`src/rtl/tru_serial_nbit.sv`:
```
// tru_serial_nbit -- bit-serial N-bit adder/subtractor.
//
// One bit is processed per clock, LSB first. Operands are latched on start,
// so the inputs may change freely while the operation is in flight. The
// result, carry/borrow-out and signed overflow update together on the edge
// that processes bit N-1. They then hold until the next operation completes.
//
// Ports:
//   clk    in   clock, rising edge
//   rst    in   asynchronous active-high reset
//   start  in   begin an operation (honoured in IDLE and DONE, ignored in RUN)
//   mode   in   0 = A - B - bin, 1 = A + B + bin
//   A, B   in   N-bit operands
//   bin    in   borrow-in (sub) / carry-in (add)
//   busy   out  high while bits are being processed
//   done   out  one-cycle pulse, D/bo/ovf valid
//   D      out  N-bit result
//   bo     out  borrow-out (sub) / carry-out (add)
//   ovf    out  two's-complement overflow
module tru_serial_nbit #(
    parameter int N = 8
) (
    input  logic         clk,
    input  logic         rst,
    input  logic         start,
    input  logic         mode,
    input  logic [N-1:0] A,
    input  logic [N-1:0] B,
    input  logic         bin,
    output logic         busy,
    output logic         done,
    output logic [N-1:0] D,
    output logic         bo,
    output logic         ovf
);
    localparam int CW = (N > 2) ? $clog2(N) : 1;
    localparam logic [CW-1:0] LAST = CW'(N - 1);

    typedef enum logic [1:0] {IDLE = 2'd0, RUN = 2'd1, DONE = 2'd2} state_t;

    state_t         state, state_nxt;
    logic [N-1:0]   a_r, b_r, sh;
    logic           mode_r, c;
    logic [CW-1:0]  cnt;

    logic           ai, bi, di, c_nxt, ovf_nxt, last;

    // state register
    always_ff @(posedge clk or posedge rst) begin
        if (rst) state <= IDLE;
        else     state <= state_nxt;
    end

    // next-state logic
    always_comb begin
        state_nxt = state;
        case (state)
            IDLE:    state_nxt = start ? RUN : IDLE;
            RUN:     state_nxt = last ? DONE : RUN;
            DONE:    state_nxt = start ? RUN : IDLE;
            default: state_nxt = IDLE;
        endcase
    end

    // output logic
    always_comb begin
        busy = (state == RUN);
        done = (state == DONE);
    end

    // one full-adder / full-subtractor slice, selected by the latched mode
    always_comb begin
        last  = (cnt == LAST);
        ai    = a_r[cnt];
        bi    = b_r[cnt];
        di    = ai ^ bi ^ c;
        c_nxt = mode_r ? ((ai & bi) | ((ai ^ bi) & c))
                       : ((~ai & bi) | (~(ai ^ bi) & c));
        // di is the result MSB on the last bit, so overflow can be formed
        // on the same edge that D is loaded.
        ovf_nxt = mode_r ? ((a_r[N-1] == b_r[N-1]) && (di != a_r[N-1]))
                         : ((a_r[N-1] != b_r[N-1]) && (di != a_r[N-1]));
    end

    // datapath
    always_ff @(posedge clk or posedge rst) begin
        if (rst) begin
            a_r    <= '0;
            b_r    <= '0;
            mode_r <= 1'b0;
            c      <= 1'b0;
            cnt    <= '0;
            sh     <= '0;
            D      <= '0;
            bo     <= 1'b0;
            ovf    <= 1'b0;
        end else if (state != RUN) begin
            if (start) begin
                a_r    <= A;
                b_r    <= B;
                mode_r <= mode;
                c      <= bin;
                cnt    <= '0;
                sh     <= '0;
            end
        end else begin
            // result bits enter at the MSB so that after N shifts the word
            // is LSB-aligned
            sh <= {di, sh[N-1:1]};
            c  <= c_nxt;
            if (last) begin
                D   <= {di, sh[N-1:1]};
                bo  <= c_nxt;
                ovf <= ovf_nxt;
            end else begin
                cnt <= cnt + CW'(1);
            end
        end
    end

endmodule

```
`config.mk`:
```
export PLATFORM = sky130hd
export DESIGN_NAME = tru_serial_nbit
export DESIGN_NICKNAME = d
export VERILOG_FILES = /design/src/rtl/tru_serial_nbit.sv
export SDC_FILE = /design/constraint.sdc
export NUM_CORES = 1
export LEC_CHECK = 0
export BUFFER_PORTS_ARGS = -buffer_cell sky130_fd_sc_hd__buf_2
export CAP_MARGIN = 5
export CORE_ASPECT_RATIO = 1.1
export CORE_MARGIN = 3
export CORE_UTILIZATION = 54
export CTS_CLUSTER_DIAMETER = 100
export DETAILED_ROUTE_END_ITERATION = 10
export PLACE_DENSITY = 0.78
export SLEW_MARGIN = 10
export SYNTH_ARGS = -nofsm -noshare
export SYNTH_HDL_FRONTEND = slang
export SYNTH_SLANG_ARGS = --single-unit
```
`constraint.sdc`:
```
create_clock -name clk -period 3.05 [get_ports clk]
set_input_delay 0.7625 -clock clk [delete_from_list [all_inputs] [get_ports clk]]
set_output_delay 0.7625 -clock clk [all_outputs]
set_load 0.05 [all_outputs]
```
==> results of run 1 <==
==> final timing paths <==
kind / from / endpoint / cells past startpoint
min: sh[4] / sh[3] / 2
max reg2reg: cnt[1] / ovf / 7
max in group asynchronous: rst / a_r[1] / 3
min in group asynchronous: rst / D[0] / 3
max: state[1] / busy / 3
min reg2reg: sh[4] / sh[3] / 2
==> report_power, final <==
group	internal [W]	switching (W)	total, W
registers	0.000790	0.000180	0.000970
clock network	0.000131	0.000158	0.000288
logic	0.000512	0.000644	0.00116
==> cell usage in the layout (no fill, tap or decap) <==
cell type | netlist | routed
a22o_1 | 1 | 1
a22o_2 | 1 | 1
buf_2 | 3 | 32
buf_4 | 1 | 1
clkbuf_4 | 0 | 5
clkbuf_8 | 0 | 2
dfrtp_1 | 40 | 40
fa_1 | 2 | 2
ha_1 | 2 | 2
inv_1 | 5 | 5
inv_2 | 1 | 1
mux2_2 | 27 | 27
mux2i_1 | 4 | 4
mux2i_4 | 1 | 1
mux4_1 | 2 | 2
mux4_2 | 2 | 2
nand2_1 | 16 | 16
nand2_2 | 1 | 1
nand2b_1 | 1 | 1
nand3_1 | 7 | 7
nand3b_1 | 1 | 1
nor2_1 | 1 | 1
nor2b_1 | 3 | 3
o21ai_0 | 2 | 2
o21ai_1 | 1 | 1
o22ai_1 | 1 | 1
xnor2_1 | 1 | 1
==> per-layer routing <==
| metal | part of all wire [%] | routed length, um | GRT usage, % | vias up |
|---|---|---|---|---|
| met2 | 53 | 1560 | 30.1 | 25 |
| met1 | 40 | 1180 | 20.3 | 552 |
| met4 | 1.6 | 46 | 7.59 | 0 |
| li1 | - | - | - | 513 |
| met3 | 4.7 | 136 | 7.42 | 6 |
| met5 | 0 | 0 | 0 | - |
==> cell families (layout without fill, tap and decap cells) <==
logic type                 Yosys count  in the layout  share of synthesized area, %
buffers and inverters               11             46                          3.18
DFF                                 40             40                          56.5
adders and majority gates            4              4                          3.67
muxes                               36             36                          26.2
xor gates and xnor gates             1              1                         0.494
AOI/OAI and AO/OA                    6              6                          2.26
and+or+nand+nor                     30             30                          7.76
==> metrics by stage <==
step	worst slack (ns)	hold WS, ns
after floorplan	0.895	0.457
after global placement	0.790	0.479
after detailed placement	0.650	0.483
after CTS	0.512	0.508
after global routing	0.408	0.536
final	0.542	0.500
==> critical path, stage by stage (launching register included) <==
cell and delay [ns]:
dfrtp_1 0.40, nand2b_1 0.32, inv_1 0.35, buf_2 0.33
==> sequential cells by signal, indices dropped and copies added (netlist names) <==
| name | count |
|---|---|
| sh | 7 |
| c | 1 |
| D | 8 |
| bo | 1 |
| state | 2 |
| mode_r | 1 |
| cnt | 3 |
| b_r | 8 |
| ovf | 1 |
| a_r | 8 |
==> layout make-up <==
cell class              instances  area [um^2]
clock buffers                   7         65.1
inverters                       6         22.5
fillers                       252         1090
repair buffers                 33          168
well taps                      34         42.5
flip-flops and latches         40         1000
multi-input cells              77          716
==> flow_summary.ini, run 1 <==
[critical_path]
path_class = reg -> out
critical_path_arrival_ns = 1.75
cp_max_fo = 11
startpoint_type = flop
critical_path.endpoint_type = output pin
reg2reg_slack_ns = 0.68
cp.required_ns = 2.29

[global_routing]
grt_usage_pct = 18.2
grt_pass1_vias = 1136
grt_max_degree = 41
grt.overflow.total = 0
antenna_found_initial = 0
grt_pass1_wl_mm = 5.11

[worst_hold_path]
hp-class = reg -> reg

[final_layout]
diodes = 0
areaGrowthSynthToFinish_pct = 13.6
final_cell_area_mm2 = 0.00201
post-route-util_pct = 65.0
drive_above_1_share_pct = 44.8
nNetsFinal = 188
fin_cells = 197

[synth]
ys_seq_area_share_pct = 56.5
synth_top_area_share_pct = 56.5
synth_common_cells = dfrtp_1, mux2_2, nand2_1, nand3_1, inv_1
synth_edf_count = 0
netlist_area_mm2 = 0.00177
yosys.cell_types.count = 26
ys_warn_count = 0
ys_ff_latch = 40
syn_nets = 153
avgSynthCellArea_um2 = 13.9
synthFlopType = dfrtp_1
synthArstFlopShare_pct = 100
synth.most_common_cell = dfrtp_1
synth_area_leaders = dfrtp_1, mux2_2, nand2_1, mux4_1, mux4_2
synth_top_area_cell = dfrtp_1
synthCells = 128

[clock_network]
clock_tree.buffer_depth = 2
postCtsSetupBuffers = 0
clkLatencyLatePin_ns = 0.35
cts_tree = built
cts.htree.levels = 2
clock_sinks = 40
cts_buffers = 5
cts_hold_buffers = 0
cts_resized = 0
root_buffer = clkbuf_4
path_clk_slew_ns = 0.11

[drt]
firstDrtPassIters = 2
via_per_inst = 5.56
drc = 0
routedWlPerCell_um = 14.8
wirelength_mm = 2.92
drtAntennaViolNets = 0
drt_iter0_markers = 20
vias = 1096

[sta]
hold_viol = 0
fin_crit_sh_pct = 82.2
drv_slew = 0
slew_headroom_pct = 59.8
finalSetupViolCount = 0
min_period_ns = 2.51
skew_ns = 0.00725
rsz0062_at_grt = no
fmax_mhz = 399
fin_setup_tns_ns = 0
worst_pin_slew_ns = 0.601

[placed_design]
gp_congestion = 0.749
hpwlAfterDp_mm = 2.20
place_area_mm2 = 0.00195
io_buffers = 32
place_inst = 190

[power_and_ir_drop]
ir_worst_vdd_mv = 0.520
leakage_nw = 0.984
cellPowerDensity_mw_per_mm2 = 1200
total_power_w = 0.00241

[floorplan]
dieArea_mm2 = 0.00401
die-height_um = 66.1
pin_count = 33
die_w_um = 60.6
core_mm2 = 0.00310
rows = 21
start_util_pct = 57.2

[run_status]
status = finished clean

[run]
cap_violations = 0
(Power assumes the default switching activity.)
==> run 2, diff against run 1 <==
clock period = 2.5 ns   (was 3.05 ns; I/O delays follow)
==> flow_summary.ini, run 2 (synthesized netlist as in run 1, its figures left out) <==
[sta]
fin_crit_sh_pct = 92.0
min_period_ns = 2.30
fmax_mhz = 435
finalSetupViolCount = 0
fin_setup_tns_ns = 0
holdWs_ns = 0.363
worst_pin_slew_ns = 0.492
drv_slew = 0
hold_viol = 0
slew_headroom_pct = 67.2
rsz0062_at_grt = no
skew_ns = 0.0126

[critical_path]
reg2reg_slack_ns = 0.20
critPathMaxStageDelay_ns = 0.57
critPathTopFamily = multiplexers
critical_path_arrival_ns = 2.53
rr_startpoint = cnt[1]
cp_max_fo = 6
critPathBufInv = 0
worst_path_most_repeated_cell = mux2i_1
path_class = reg -> reg
r2r-end = ovf
crit_cells = 6
critical_path.endpoint_type = flop
cp.required_ns = 2.73
startpoint_type = flop
cp_cell_sequence = mux4_1 > mux2i_1 > fa_1 > nor2b_1 > mux2i_1 > o21ai_0
rr_worst_depth = 6
crit_path_top_delay_cell = mux4_1

[floorplan]
die_w_um = 60.6
dieArea_mm2 = 0.00401
die-height_um = 66.1
rows = 21
start_util_pct = 57.2
core_mm2 = 0.00310
pin_count = 33

[power_and_ir_drop]
total_power_w = 0.00306
ir_worst_vdd_mv = 0.585
leakage_nw = 1.00
cellPowerDensity_mw_per_mm2 = 1490

[final_layout]
fillerInstances = 247
areaGrowthSynthToFinish_pct = 15.9
layout_common_cells = dfrtp_1, buf_2, mux2_2, nand2_1, nand3_1
drive_above_1_share_pct = 46.4
diodes = 0
fin_cells = 200
largestRegisters = D: 8 flops, a_r: 8 flops, b_r: 8 flops
nNetsFinal = 190
final_cell_area_mm2 = 0.00206
layout_commonest_cell = dfrtp_1

[placed_design]
hpwlAfterDp_mm = 2.24
io_buffers = 32
place_area_mm2 = 0.00196
gp_congestion = 0.759
place_inst = 192

[clock_network]
cts.htree.levels = 2
path_clk_slew_ns = 0.13
postCtsSetupBuffers = 0
clkLatencyLatePin_ns = 0.35
cts_tree = built
cts_buffers = 5
clock_sinks = 40
clock_tree.buffer_depth = 2
cts_hold_buffers = 0
cts_resized = 0
root_buffer = clkbuf_4

[global_routing]
grt_pass1_wl_mm = 5.31
grt_usage_pct = 18.3
antenna_found_initial = 0
grt_pass1_vias = 1203
grt_max_degree = 41
grt.overflow.total = 0

[drt]
wirelength_mm = 2.96
via_per_inst = 5.40
routedWlPerCell_um = 14.8
firstDrtPassIters = 6
vias = 1079
drt_iter0_markers = 60
drtAntennaViolNets = 0
drc = 0

[run_status]
status = finished clean

[run]
cap_violations = 0

[worst_hold_path]
hp-class = in -> async
==> run 2: changes by cell type in the layout (fill, tap and decap cells not counted), sizes merged <==
cell,change
buf,+2
bufinv,+1
clkbuf,-1
clkinv,+1
==> run 2: worst reg2reg max path: cells and delay by family, from the launching register on <==
| kind | cells | cell delay (ns) |
|---|---|---|
| muxes | 3 | 0.94 |
| AOI/OAI and AO/OA | 1 | 0.10 |
| and+or+nand+nor | 1 | 0.16 |
| adders and majority gates | 1 | 0.51 |
| DFF | 1 | 0.47 |
==> run 2: how the worst max path moves through the flow <==
| stage | start | end | slack, ns |
|---|---|---|---|
| 3_3_place_gp | cnt[1] | ovf | 0.25 |
| 5_1_grt | cnt[1] | ovf | 0.06 |
| 4_1_cts | cnt[1] | ovf | 0.11 |
| 3_5_place_dp | cnt[1] | ovf | 0.14 |
| 6_report | cnt[1] | ovf | 0.20 |
| 2_1_floorplan | cnt[1] | ovf | 0.35 |
==> run 2: area by class of cell <==
type	instances	area (um^2)	area share, %
Sequential cell	40	1000	48.8
Multi-Input combinational cell	77	716	34.8
Timing Repair Buffer	35	183	8.89
Clock buffer	6	51.3	2.50
Tap cell	34	42.5	2.07
Clock inverter	2	38.8	1.89
Inverter	6	22.5	1.10
==> run 2: routing by layer <==
metal / vias up / track usage (%) / part of all wire (%)
met3: 5 / 6.84 / 3.6
met5: - / 0 / 0
met2: 27 / 31.6 / 53
li1: 519 / - / -
met1: 528 / 20.3 / 42
met4: 0 / 6.50 / 1.3
==> run 2: report_power, final <==
| group | switching (W) | internal [W] |
|---|---|---|
| clock | 0.000217 | 0.000240 |
| sequential | 0.000211 | 0.000964 |
| combinational | 0.000789 | 0.000639 |
| total | 0.00122 | 0.00184 |
==> run 2: metrics by stage <==
| stage | util, % | setup slack (ns) |
|---|---|---|
| 4_1_cts | 66.3 | 0.106 |
| 6_report | 66.3 | 0.199 |
| 2_1_floorplan | - | 0.345 |
| 5_1_grt | 66.3 | 0.0640 |
| 3_3_place_gp | 63.4 | 0.255 |
| 3_5_place_dp | 63.4 | 0.142 |
==> run 3, diff against run 2 <==
SETUP_SLACK_MARGIN = 0.2   (was unset)
==> flow_summary.ini, run 3 (synthesized netlist as in run 1, its figures left out) <==
[drt]
vias = 1069
drc = 0
via_per_inst = 5.32
wirelength_mm = 3.00
drt_iter0_markers = 58
firstDrtPassIters = 4
routedWlPerCell_um = 14.9
drtAntennaViolNets = 0

[global_routing]
grt.overflow.total = 0
antenna_found_initial = 0
grt_pass1_wl_mm = 5.31
grt_max_degree = 41
grt_usage_pct = 18.3
grt_pass1_vias = 1206

[final_layout]
largestRegisters = D: 8 flops, a_r: 8 flops, b_r: 8 flops
layout_common_cells = dfrtp_1, buf_2, mux2_2, nand2_1, nand3_1
layout_commonest_cell = dfrtp_1
diodes = 0
regArea_mm2 = 0.00100
areaGrowthSynthToFinish_pct = 17.2
fillerInstances = 242
multiInputGateArea_um2 = 731
nNetsFinal = 191
post-route-util_pct = 67.0
drive_above_1_share_pct = 49.7

[clock_network]
clkLatencyLatePin_ns = 0.35
cts_tree = built
path_clk_slew_ns = 0.12
root_buffer = clkbuf_4
cts.htree.levels = 2
clock_sinks = 40
cts_buffers = 5
clock_tree.buffer_depth = 2

[critical_path]
rr_worst_depth = 7
cp_max_fo = 6
critical_path_arrival_ns = 2.51
path_class = reg -> reg
critical_path.endpoint_type = flop
crit_path_top_delay_cell = mux4_2
startpoint_type = flop
reg2reg_slack_ns = 0.28
critPathMaxStageDelay_ns = 0.56
cp.required_ns = 2.78
rr_startpoint = cnt[1]
cp_cell_sequence = mux4_2 > mux2i_4 > inv_2 > fa_2 > nor2b_4 > mux2i_1 > o21ai_1
r2r-end = ovf

[sta]
min_period_ns = 2.22
drv_slew = 0
holdWs_ns = 0.366
slew_headroom_pct = 67.4
finalSetupViolCount = 0
worst_pin_slew_ns = 0.489
fmax_mhz = 449
skew_ns = 0.0116
fin_ws_ns = 0.275
fin_setup_tns_ns = 0
rsz0062_at_grt = yes
fin_crit_sh_pct = 89.0
hold_viol = 0

[worst_hold_path]
hp-class = in -> async

[placed_design]
gp_congestion = 0.759
pre_cts_ws_ns = 0.142
hpwlAfterDp_mm = 2.24
io_buffers = 32

[floorplan]
die_w_um = 60.6
pin_count = 33
dieArea_mm2 = 0.00401
start_util_pct = 57.2
rows = 21
core_mm2 = 0.00310
die-height_um = 66.1

[power_and_ir_drop]
leakage_nw = 1.00
ir_worst_vdd_mv = 0.616
total_power_w = 0.00321
cellPowerDensity_mw_per_mm2 = 1550

[run_status]
status = finished clean

[run]
cap_violations = 0
==> run 3: cell type report <==
type	count	share of cell area, %
clock buffer	6	2.47
multi-input combinational	77	35.2
sequential	40	48.2
tap	34	2.05
inverter	6	1.08
clock inverter	2	1.87
timing repair buffer	36	9.15
==> run 3: metal layers <==
layer	GRT usage [%]	up-vias	routed length, um
li1	-	517	-
met1	20.3	521	1230
met2	31.6	25	1600
met3	6.84	6	109
met4	6.50	0	59
met5	0	-	0
==> run 3: worst max-delay path: cells and delay by family (launching register included) <==
kind,cells,cell delay (ns)
adder cells (fa/ha/maj),1,0.56
AND/OR/NAND/NOR,1,0.14
AO/OA/AOI/OAI,1,0.12
buffers and inverters,1,0.05
multiplexers,3,0.81
flip-flops,1,0.47
==> run 3: repair_timing <==
action / CTS / global route
pin swaps: 1 / 1
endpoints found under the setup margin: 1 / 1
buffers inserted: 0 / 1
hold buffers: 0 / 0
resized for setup: 2 / 6
==> run 3: power by group <==
group	internal (W)	switching (W)
clock network	0.000240	0.000217
registers	0.000964	0.000226
logic	0.000739	0.000827
==> run 3: worst max-delay path by stage <==
stage | from | endpoint | slack [ns]
after floorplan | cnt[1] | ovf | 0.35
after global placement | cnt[1] | ovf | 0.25
after detailed placement | cnt[1] | ovf | 0.14
after CTS | cnt[1] | ovf | 0.19
after global routing | cnt[1] | ovf | 0.17
final | cnt[1] | ovf | 0.28
==> run 3: through the flow <==
| step | instances | instance area [um^2] |
|---|---|---|
| after floorplan | 128 | 1770 |
| after global placement | 192 | 1960 |
| after CTS | 200 | 2060 |
| final | 201 | 2080 |
| after global routing | 201 | 2080 |
| after detailed placement | 192 | 1960 |
